===== src/rtl/countdown_timer.sv =====
// Loadable down-counter that raises a one-cycle tick on expiry, in periodic
// or one-shot mode, with pause/resume and an 8-bit tick counter.
module countdown_timer #(
    parameter int unsigned WIDTH = 24
) (
    input  logic             clock,
    input  logic             resetn,
    input  logic             load,
    input  logic [WIDTH-1:0] period,
    input  logic             start,
    input  logic             pause,
    input  logic             oneshot,
    output logic             tick,
    output logic [WIDTH-1:0] count,
    output logic             busy,
    output logic             done,
    output logic [7:0]       tick_cnt
);

    typedef enum logic [1:0] {
        S_IDLE   = 2'd0,
        S_RUN    = 2'd1,
        S_PAUSED = 2'd2,
        S_DONE   = 2'd3
    } state_t;

    localparam logic [WIDTH-1:0] CNT_ONE = WIDTH'(1);

    state_t           state_q,    state_d;
    logic [WIDTH-1:0] count_q,    count_d;
    logic [WIDTH-1:0] period_q,   period_d;
    logic             oneshot_q,  oneshot_d;
    logic             tick_q,     tick_d;
    logic             done_q,     done_d;
    logic [7:0]       tick_cnt_q, tick_cnt_d;

    always_comb begin
        state_d    = state_q;
        count_d    = count_q;
        period_d   = period_q;
        oneshot_d  = oneshot_q;
        tick_d     = 1'b0;
        done_d     = done_q;
        tick_cnt_d = tick_cnt_q;

        // load preempts everything, including start and pause in the same cycle
        if (load) begin
            period_d   = period;
            count_d    = period;
            state_d    = S_IDLE;
            done_d     = 1'b0;
            tick_cnt_d = '0;
        end else begin
            unique case (state_q)
                S_IDLE, S_DONE: begin
                    if (start) begin
                        count_d   = period_q;
                        oneshot_d = oneshot;
                        done_d    = 1'b0;
                        state_d   = S_RUN;
                    end
                end
                S_RUN: begin
                    if (pause) begin
                        state_d = S_PAUSED;
                    end else if (count_q != '0) begin
                        count_d = count_q - CNT_ONE;
                    end else begin
                        tick_d     = 1'b1;
                        tick_cnt_d = tick_cnt_q + 8'd1;
                        if (oneshot_q) begin
                            done_d  = 1'b1;
                            state_d = S_DONE;
                        end else begin
                            count_d = period_q;
                        end
                    end
                end
                S_PAUSED: begin
                    if (!pause) begin
                        state_d = S_RUN;
                    end
                end
                default: state_d = S_IDLE;
            endcase
        end
    end

    always_ff @(posedge clock or negedge resetn) begin
        if (!resetn) begin
            state_q    <= S_IDLE;
            count_q    <= '0;
            period_q   <= '0;
            oneshot_q  <= 1'b0;
            tick_q     <= 1'b0;
            done_q     <= 1'b0;
            tick_cnt_q <= '0;
        end else begin
            state_q    <= state_d;
            count_q    <= count_d;
            period_q   <= period_d;
            oneshot_q  <= oneshot_d;
            tick_q     <= tick_d;
            done_q     <= done_d;
            tick_cnt_q <= tick_cnt_d;
        end
    end

    always_comb begin
        busy = (state_q == S_RUN) || (state_q == S_PAUSED);
    end

    assign tick     = tick_q;
    assign count    = count_q;
    assign done     = done_q;
    assign tick_cnt = tick_cnt_q;

endmodule


===== config.mk =====
export PLATFORM = sky130hd
export DESIGN_NAME = countdown_timer
export DESIGN_NICKNAME = d
export VERILOG_FILES = /design/src/rtl/countdown_timer.sv
export SDC_FILE = /design/constraint.sdc
export NUM_CORES = 1
export LEC_CHECK = 0
export ABC_AREA = 0
export BUFFER_PORTS_ARGS = -buffer_cell sky130_fd_sc_hd__buf_2
export CAP_MARGIN = 20
export CORE_MARGIN = 2
export CORE_UTILIZATION = 45
export CTS_CLUSTER_SIZE = 14
export DETAILED_ROUTE_END_ITERATION = 7
export PLACE_DENSITY = 0.67
export SLEW_MARGIN = 20
export SYNTH_ARGS = -nofsm -noshare
export SYNTH_HDL_FRONTEND = slang
export SYNTH_SLANG_ARGS = --single-unit

===== constraint.sdc =====
create_clock -name clock -period 3.28 [get_ports clock]
set_input_delay 0.328 -clock clock [delete_from_list [all_inputs] [get_ports clock]]
set_output_delay 0.328 -clock clock [all_outputs]
set_load 0.03 [all_outputs]

==> run summary, run 1 <==
* **share of final-layout standard cells stronger than drive strength 1** 25.1%
* **run status** complete, no violations
* **standard cell core area** 7250 um^2
* **cts repair resizes** 0
* **vias in the first global route** 2964
* **Starting DRT DRC Count** 160
* **worst hold path class** in2async
* **I/O pin total** 65
* **Mapped Nets** 406
* **power per standard cell area** 680 nW/um^2
* **buffer depth of the longest clock path** 2
* **synthesized netlist cell count** 371
* **yosys synthesis warning count** 0
* **Critical-path top delay cell** or4_4
* **CP Data Arrival Time** 3.10 ns
* **setup repair after global routing missed its margin** no
* **initial antenna violation count** 0
* **global route overflow** 0
* **normalized max-slew margin** 40.6%
* **routed length per placed instance** 15.6 um
* **Pre-Repair DR Iteration Count** 4
* **crit start category** register
* **site row count** 31
* **post-synthesis cell type count** 53
* **top cells by area in the synthesized netlist** dfrtp_1 45%, o21ai_0 6.1%, nor2_1 4.2%
* **CP Data Required Time** 3.49 ns
* **routed vias/inst** 5.61
* **Largest stage delay, worst path** 0.55 ns
* **first-pass GRT wire length** 14200 um
* **post-route ant nets** 0
* **antenna diode instance count** 0
* **latest clock arrival within the worst-skew pair** 0.35 ns
* **total number of vias** 3017
* **kind of end point of the critical path** register
* **reported leakage power** 1.81 nW
* **commonest cells after routing, fill and taps aside** 64 x buf_2, 61 x dfrtp_1, 41 x o21ai_0
* **total setup violations reported at the end of the flow** 0
* **cell type group with the largest total delay on the critical path** simple AND/OR/NAND/NOR gates
* **Seq cells post-synth** 61
* **post-place instance area** 3800 um^2
* **TritonCTS Buffers** 9
* **Post-synth top flop** dfrtp_1
* **level count of the clock H-tree** 3
* **Total Neg Setup Slack** 0 ns
* **number of hold-slack violations in the final timing report** 0
* **count of buffers from port buffering** 64
* **period utilisation layout** 88.3%
* **Post-CTS Setup Inserts** 0
* **hold bufs inserted after CTS** 0
* **highest clock frequency the design can meet** 0.345 GHz
* **starting density of the core** 46.5%
* **worst supply voltage drop on vdd** 0.370 mV
* **width of the die** 90.6 um
* **ys async rst share** 100%
* **leading cell type in the layout, fill and taps excluded** buf_2
* **clock-pin slew reported for the worst setup and hold paths after clock tree synthesis** 0.07 ns
* **start-to-end type of the worst setup path** reg2reg
* **crit path cell chain** inv_1 -> ha_1 -> or4b_4 -> or4_4 -> o21ai_4 -> nor3_1 -> a222oi_1 -> o21ai_0
* **routability cong.** 0.868
* **Die Span Y** 90.6 um
* **sequential area share after synthesis** 45.2%
* **Mean Syn Cell Area** 9.10 um^2
* **area of the mapped netlist** 3380 um^2
* **Post-layout nets** 469
* **leading area contributor after synthesis** dfrtp_1
* **Num Clock Sinks** 61
* **total non-filler cell area in the finished layout** 4000 um^2
* **remaining design rule violation count** 0
* **Synth top area share** 45.2%
* **largest net degree at the start of global routing** 51
* **Routed WL** 8400 um
* **root buffer cell** clkbuf_8
* **overall die area** 8210 um^2
* **CP max FO** 21
* **worst path bufs/invs** 1
* **worst reg2reg path startpoint** count[0]
* **Worst Setup SP** count[0]
* **Least-Margin Pin Slew** 0.892 ns
* **number of enable-type register cells in the synthesized netlist** 0
* **number of pins with negative max-slew slack in the final report** 0
* **HPWL Detailed** 6000 um
* **maximum clock skew at final layout** 0.00626 ns
* **minimum clock period** 2.90 ns
* **Post-Route Utilization** 55.1%
* **synth-to-layout area growth** 18.4%
* **max-capacitance violation count** 0
* **total routing resource utilization after global routing** 21.6%
* **clock tree from TritonCTS** done
## routing by layer
metal	share of wire, %	global-route usage, %
met1	48	30.2
met2	45	32.3
met3	5.1	4.42
met4	1.6	9.49
met5	0	0
## cell families after synthesis
family / synth area share [%]
buffers and inverters: 5.45
xor gates and xnor gates: 3.89
and+or+nand+nor: 18.8
DFF: 45.2
adders and majority gates: 1.85
AOI/OAI and AO/OA: 21.8
muxes: 3.00
## power breakdown
group / leakage (nW) / switching, mW / total (mW) / internal [mW]
sequential: 0.751 / 0.180 / 1.07 / 0.892
clock: 0.103 / 0.291 / 0.658 / 0.366
combinational: 0.961 / 0.651 / 0.987 / 0.336
total: 1.81 / 1.12 / 2.72 / 1.59
## final timing paths
kind,end,slack [ns],depth (start not counted)
worst min-delay path,tick_cnt[4],0.09,1
worst min register to register,period_q[5],0.48,1
worst max register to register,count[17],0.38,8
max in group asynchronous,period_q[23],2.36,2
min in group clock,period_q[18],0.20,3
worst max-delay path,count[17],0.38,8
## sequential cells by signal, indices dropped and copies added (netlist names)
name and flops:
count 24, oneshot_q 1, tick_cnt 8, state_q 2, period_q 24, done 1, tick 1
## layout make-up
cell class / instances / area (um^2)
Fill cell: 684 / 3260
Timing Repair Buffer: 73 / 388
Sequential cell: 61 / 1530
Clock inverter: 5 / 50.0
Clock buffer: 11 / 141
Tap cell: 99 / 124
Inverter: 25 / 93.8
Multi-Input combinational cell: 264 / 1670
## synthesized netlist by cell type (2+ instances only)
| cell type | instances |
|---|---|
| a21o_1 | 3 |
| mux2_2 | 9 |
| or3_1 | 2 |
| or4_4 | 2 |
| a31oi_1 | 20 |
| o211ai_1 | 3 |
| nand4_1 | 5 |
| inv_1 | 25 |
| nor2_1 | 38 |
| buf_2 | 3 |
| dfrtp_1 | 61 |
| nor4_2 | 2 |
| or2_2 | 3 |
| o22ai_1 | 4 |
| and3_1 | 5 |
| a21oi_1 | 8 |
| a211oi_1 | 7 |
| or4_1 | 3 |
| a222oi_1 | 2 |
| nand2b_1 | 2 |
| o21ai_1 | 4 |
| nand3_1 | 4 |
| xnor2_1 | 10 |
| nor2b_1 | 2 |
| nor4_1 | 9 |
| xor2_1 | 5 |
| buf_1 | 3 |
| o21ai_0 | 41 |
| nor3_1 | 10 |
| nand2_1 | 30 |
| a21boi_0 | 4 |
| clkbuf_1 | 14 |
| ha_1 | 5 |
| a211o_1 | 4 |
## metrics by stage
| stage | total power, mW | hold slack [ns] | worst slack [ns] | instances |
|---|---|---|---|---|
| after floorplan | 1.75 | 0.0324 | 0.683 | 371 |
| after global placement | 2.05 | 0.462 | 0.512 | 522 |
| after detailed placement | 2.07 | 0.470 | 0.401 | 522 |
| after CTS | 2.73 | 0.127 | 0.393 | 538 |
| after global routing | 2.89 | 0.171 | 0.199 | 538 |
| final | 2.72 | 0.0918 | 0.383 | 538 |
(Power assumes the default switching activity.)
==> inputs of run 2 (changes only) <==
PLACE_DENSITY = 0.7   (was 0.67)
clock period = 2.65 ns   (was 3.28 ns; I/O delays follow)
==> run summary, run 2 (same netlist as run 1, synthesis figures left out) <==
* **run status** complete, no violations
* **Starting DRT DRC Count** 316
* **Die Span Y** 90.6 um
* **worst supply voltage drop on vdd** 0.439 mV
* **clock-pin slew reported for the worst setup and hold paths after clock tree synthesis** 0.07 ns
* **setup repair after global routing missed its margin** no
* **crit start category** register
* **power per standard cell area** 844 nW/um^2
* **Total Neg Setup Slack** 0 ns
* **P_sw** 1.43 mW
* **FF+latch area** 1530 um^2
* **Least-Margin Pin Slew** 0.719 ns
* **Post-layout nets** 488
* **total number of vias** 3191
* **start-to-end type of the worst setup path** reg2reg
* **HPWL Detailed** 6500 um
* **total routing resource utilization after global routing** 22.8%
* **number of hold-slack violations in the final timing report** 0
* **fillers** 672
* **I/O pin total** 65
* **highest clock frequency the design can meet** 0.390 GHz
* **period utilisation layout** 96.7%
* **first-pass GRT wire length** 15000 um
* **routed vias/inst** 5.73
* **share of final-layout standard cells stronger than drive strength 1** 28.4%
* **max-capacitance violation count** 0
* **synth-to-layout area growth** 23.9%
* **width of the die** 90.6 um
* **routed length per placed instance** 16.1 um
* **global route overflow** 0
* **largest net degree at the start of global routing** 33
* **Post-Route Utilization** 57.7%
* **Flop pwr share** 37.0%
* **P_int** 2.10 mW
* **CP Data Required Time** 2.93 ns
* **count of buffers from port buffering** 64
* **CP Data Arrival Time** 2.84 ns
* **initial antenna violation count** 0
* **vias in the first global route** 3061
* **clock share of power** 24.5%
* **final worst setup slack** 0.0866 ns
* **level count of the clock H-tree** 3
* **clock tree from TritonCTS** done
* **reported leakage power** 1.92 nW
* **root buffer cell** clkbuf_8
* **CP max FO** 11
* **Routed WL** 8970 um
* **Num Clock Sinks** 61
* **switching portion of total power** 40.6%
* **standard cell core area** 7250 um^2
* **normalized max-slew margin** 52.1%
* **worst hold path class** in2reg
* **TritonCTS Buffers** 9
* **area occupied by multi-input gates** 1680 um^2
* **commonest cells after routing, fill and taps aside** 64 x buf_2, 61 x dfrtp_1, 39 x o21ai_0
* **total setup violations reported at the end of the flow** 0
* **latest clock arrival within the worst-skew pair** 0.34 ns
* **post-route ant nets** 0
* **power share of the combinational group** 38.5%
* **kind of end point of the critical path** register
* **leading cell type in the layout, fill and taps excluded** buf_2
* **starting density of the core** 46.5%
* **antenna diode instance count** 0
* **number of pins with negative max-slew slack in the final report** 0
* **buffer depth of the longest clock path** 2
* **Pre-Repair DR Iteration Count** 5
* **site row count** 31
* **routability cong.** 0.894
* **minimum clock period** 2.56 ns
* **maximum clock skew at final layout** 0.0101 ns
* **overall die area** 8210 um^2
* **remaining design rule violation count** 0
* **worst setup timing slack at the placement stage** 0.0259 ns
==> run 2: changes by cell type in the layout (fill, tap and decap cells not counted), sizes merged <==
| cell | previous run | this run |
|---|---|---|
| buf | 73 | 91 |
| clkbuf | 11 | 12 |
| clkinv | 4 | 3 |
| dlygate4sd3 | 0 | 1 |
==> run 2: path summary, 6_finish.rpt <==
| path | start | slack [ns] | depth (start not counted) | endpoint |
|---|---|---|---|---|
| max | count[1] | 0.09 | 9 | count[11] |
| min | period[11] | 0.15 | 3 | count[11] |
| max reg2reg | count[1] | 0.09 | 9 | count[11] |
| min reg2reg | period_q[18] | 0.48 | 2 | period_q[18] |
| max in group asynchronous | resetn | 1.52 | 3 | count[9] |
| min in group asynchronous | resetn | 0.51 | 2 | tick_cnt[6] |
==> run 2: cell type report <==
class,count,area share (%)
clock buffer,12,3.95
timing repair buffer,92,13.2
sequential,61,36.5
inverter,25,2.24
multi-input combinational,264,40.1
tap,99,2.96
clock inverter,4,1.08
==> run 2: worst max-delay path, stage by stage, from the launching register on <==
cell	delay, ns
dfrtp_1	0.40
inv_1	0.10
ha_1	0.17
or4b_4	0.48
or4_4	0.49
o21ai_4	0.18
buf_6	0.17
a21oi_1	0.04
or4_1	0.39
nand3_1	0.09
==> run 2: metal layers <==
metal | part of all wire [%] | vias up | GRT usage [%]
met5 | 0 | - | 0
met3 | 5.8 | 18 | 3.67
met2 | 47 | 123 | 35.8
li1 | - | 1523 | -
met1 | 45 | 1527 | 31.2
met4 | 2.0 | 0 | 9.62
==> run 2: timing repair <==
| item | in CTS | in global routing |
|---|---|---|
| gates resized for setup | 0 | 5 |
| hold endpoints to repair | 28 | 0 |
| endpoints found under the setup margin | 0 | 16 |
| setup buffers | 0 | 2 |
| hold buffers | 1 | 0 |
==> run 2: power by group through the flow <==
stage / clock network, mW / logic, mW / registers, mW
2_1_floorplan: 0 / 0.619 / 1.54
3_3_place_gp: 0 / 1.30 / 1.31
3_5_place_dp: 0 / 1.33 / 1.32
4_1_cts: 0.880 / 1.34 / 1.30
5_1_grt: 0.930 / 1.48 / 1.33
6_report: 0.865 / 1.36 / 1.31
==> run 2: metrics by stage <==
stage | hold WS (ns) | total power [mW] | area (um^2) | cells
6_report | 0.152 | 3.53 | 4180 | 557
5_1_grt | 0.146 | 3.74 | 4180 | 557
3_5_place_dp | 0.355 | 2.65 | 3940 | 538
3_3_place_gp | 0.350 | 2.61 | 3940 | 538
4_1_cts | 0.145 | 3.52 | 4160 | 555
2_1_floorplan | -0.0306 | 2.16 | 3380 | 371
==> inputs of run 3 (changes only) <==
--- a/constraint.sdc
+++ b/constraint.sdc
@@ -3,2 +3,2 @@
 set_output_delay 0.265 -clock clock [all_outputs]
-set_load 0.03 [all_outputs]
+set_load 0.05 [all_outputs]
==> run summary, run 3 (same netlist as run 1, synthesis figures left out) <==
* **total number of vias** 3226
* **routed length per placed instance** 15.8 um
* **total routing resource utilization after global routing** 22.7%
* **Num Clock Sinks** 61
* **site row count** 31
* **vias in the first global route** 3022
* **crit start category** register
* **power per standard cell area** 906 nW/um^2
* **worst hold path class** in2reg
* **Pre-Repair DR Iteration Count** 5
* **minimum clock period** 2.61 ns
* **Least-Margin Pin Slew** 0.624 ns
* **Worst path most repeated cell** o21ai_0
* **Min Hold Slack** 0.147 ns
* **crit path cell chain** inv_2 -> ha_1 -> or4b_4 -> or4_4 -> o31ai_4 -> buf_4 -> a31oi_1 -> o21ai_0 -> o21ai_0
* **worst supply voltage drop on vdd** 0.531 mV
* **clock tree from TritonCTS** done
* **level count of the clock H-tree** 3
* **Post-layout nets** 500
* **Total Neg Setup Slack** 0 ns
* **initial antenna violation count** 0
* **count of buffers from port buffering** 64
* **number of pins with negative max-slew slack in the final report** 0
* **CP Data Required Time** 2.87 ns
* **synth-to-layout area growth** 26.9%
* **first-pass GRT wire length** 14800 um
* **maximum clock skew at final layout** 0.00797 ns
* **standard cell core area** 7250 um^2
* **final worst setup slack** 0.0434 ns
* **CP max FO** 5
* **overall die area** 8210 um^2
* **CP Data Arrival Time** 2.83 ns
* **period utilisation layout** 98.4%
* **normalized max-slew margin** 58.2%
* **routability cong.** 0.876
* **fillers** 648
* **antenna diode instance count** 0
* **number of hold-slack violations in the final timing report** 0
* **filler-free cell count of the finished design** 569
* **largest net degree at the start of global routing** 41
* **TritonCTS Buffers** 9
* **Post-Route Utilization** 59.1%
* **reported leakage power** 1.97 nW
* **latest clock arrival within the worst-skew pair** 0.35 ns
* **share of final-layout standard cells stronger than drive strength 1** 31.1%
* **buffer depth of the longest clock path** 2
* **width of the die** 90.6 um
* **global route overflow** 0
* **max-capacitance violation count** 0
* **kind of end point of the critical path** register
* **clock-pin slew reported for the worst setup and hold paths after clock tree synthesis** 0.07 ns
* **routed vias/inst** 5.67
* **leading cell type in the layout, fill and taps excluded** buf_2
* **HPWL Detailed** 6330 um
* **Largest stage delay, worst path** 0.56 ns
* **remaining design rule violation count** 0
* **start-to-end type of the worst setup path** reg2reg
* **worst path bufs/invs** 2
* **starting density of the core** 46.5%
* **I/O pin total** 65
* **root buffer cell** clkbuf_8
* **Routed WL** 8980 um
* **Starting DRT DRC Count** 318
* **total placed cells including tap cells** 541
* **worst setup timing slack at the placement stage** 0.0227 ns
* **commonest cells after routing, fill and taps aside** 65 x buf_2, 59 x dfrtp_1, 37 x o21ai_0
* **run status** complete, no violations
* **total setup violations reported at the end of the flow** 0
* **Die Span Y** 90.6 um
* **setup repair after global routing missed its margin** yes
* **post-route ant nets** 0
* **highest clock frequency the design can meet** 0.384 GHz
* **Critical-path top delay cell** or4_4
* **cell type group with the largest total delay on the critical path** simple AND/OR/NAND/NOR gates
[run 3: cell types whose count changed in the layout (fill, tap and decap cells not counted), sizes merged]
cell	delta
clkinvlp	+1
clkinv	-3
bufinv	+1
buf	+12
clkbuf	+1
[run 3: repair_timing]
action,4_1_cts,5_1_grt
resized for setup,0,11
hold buffers,1,0
setup endpoints to repair,0,14
endpoints found under the hold margin,19,0
buffers inserted,0,10
[run 3: layout make-up]
cell class	count	area (um^2)	share of cell area (%)
Clock buffer	13	159	3.71
Clock inverter	3	67.6	1.58
Inverter	25	93.8	2.19
Multi-Input combinational cell	264	1680	39.3
Sequential cell	61	1530	35.7
Tap cell	99	124	2.89
Timing Repair Buffer	104	628	14.7
[run 3: per-stage QoR]
stage,cell area (um^2),total power [mW]
after floorplan,3380,2.37
after global placement,3950,2.84
after detailed placement,3950,2.86
after CTS,4190,3.83
after global routing,4280,4.10
final,4280,3.88
[run 3: final timing paths]
path / slack, ns / depth (start not counted) / to / startpoint
min reg2reg: 0.47 / 1 / period_q[5] / period_q[5]
max: 0.04 / 9 / count[12] / count[1]
max in group asynchronous: 1.54 / 3 / period_q[17] / resetn
max reg2reg: 0.04 / 9 / count[12] / count[1]
min in group asynchronous: 0.42 / 2 / tick_cnt[5] / resetn
min: 0.15 / 2 / oneshot_q / oneshot
[run 3: layer usage]
metal	track usage (%)	routed length (um)	up-vias
li1	-	-	1534
met1	31.1	4060	1533
met2	34.8	4120	138
met3	4.26	601	21
met4	10.8	201	0
met5	0	0	-
[run 3: where the power goes]
group / switching, mW / leakage, nW / internal [mW]
sequential: 0.184 / 0.749 / 1.11
clock: 0.369 / 0.110 / 0.582
combinational: 1.11 / 1.11 / 0.534
total: 1.66 / 1.97 / 2.22
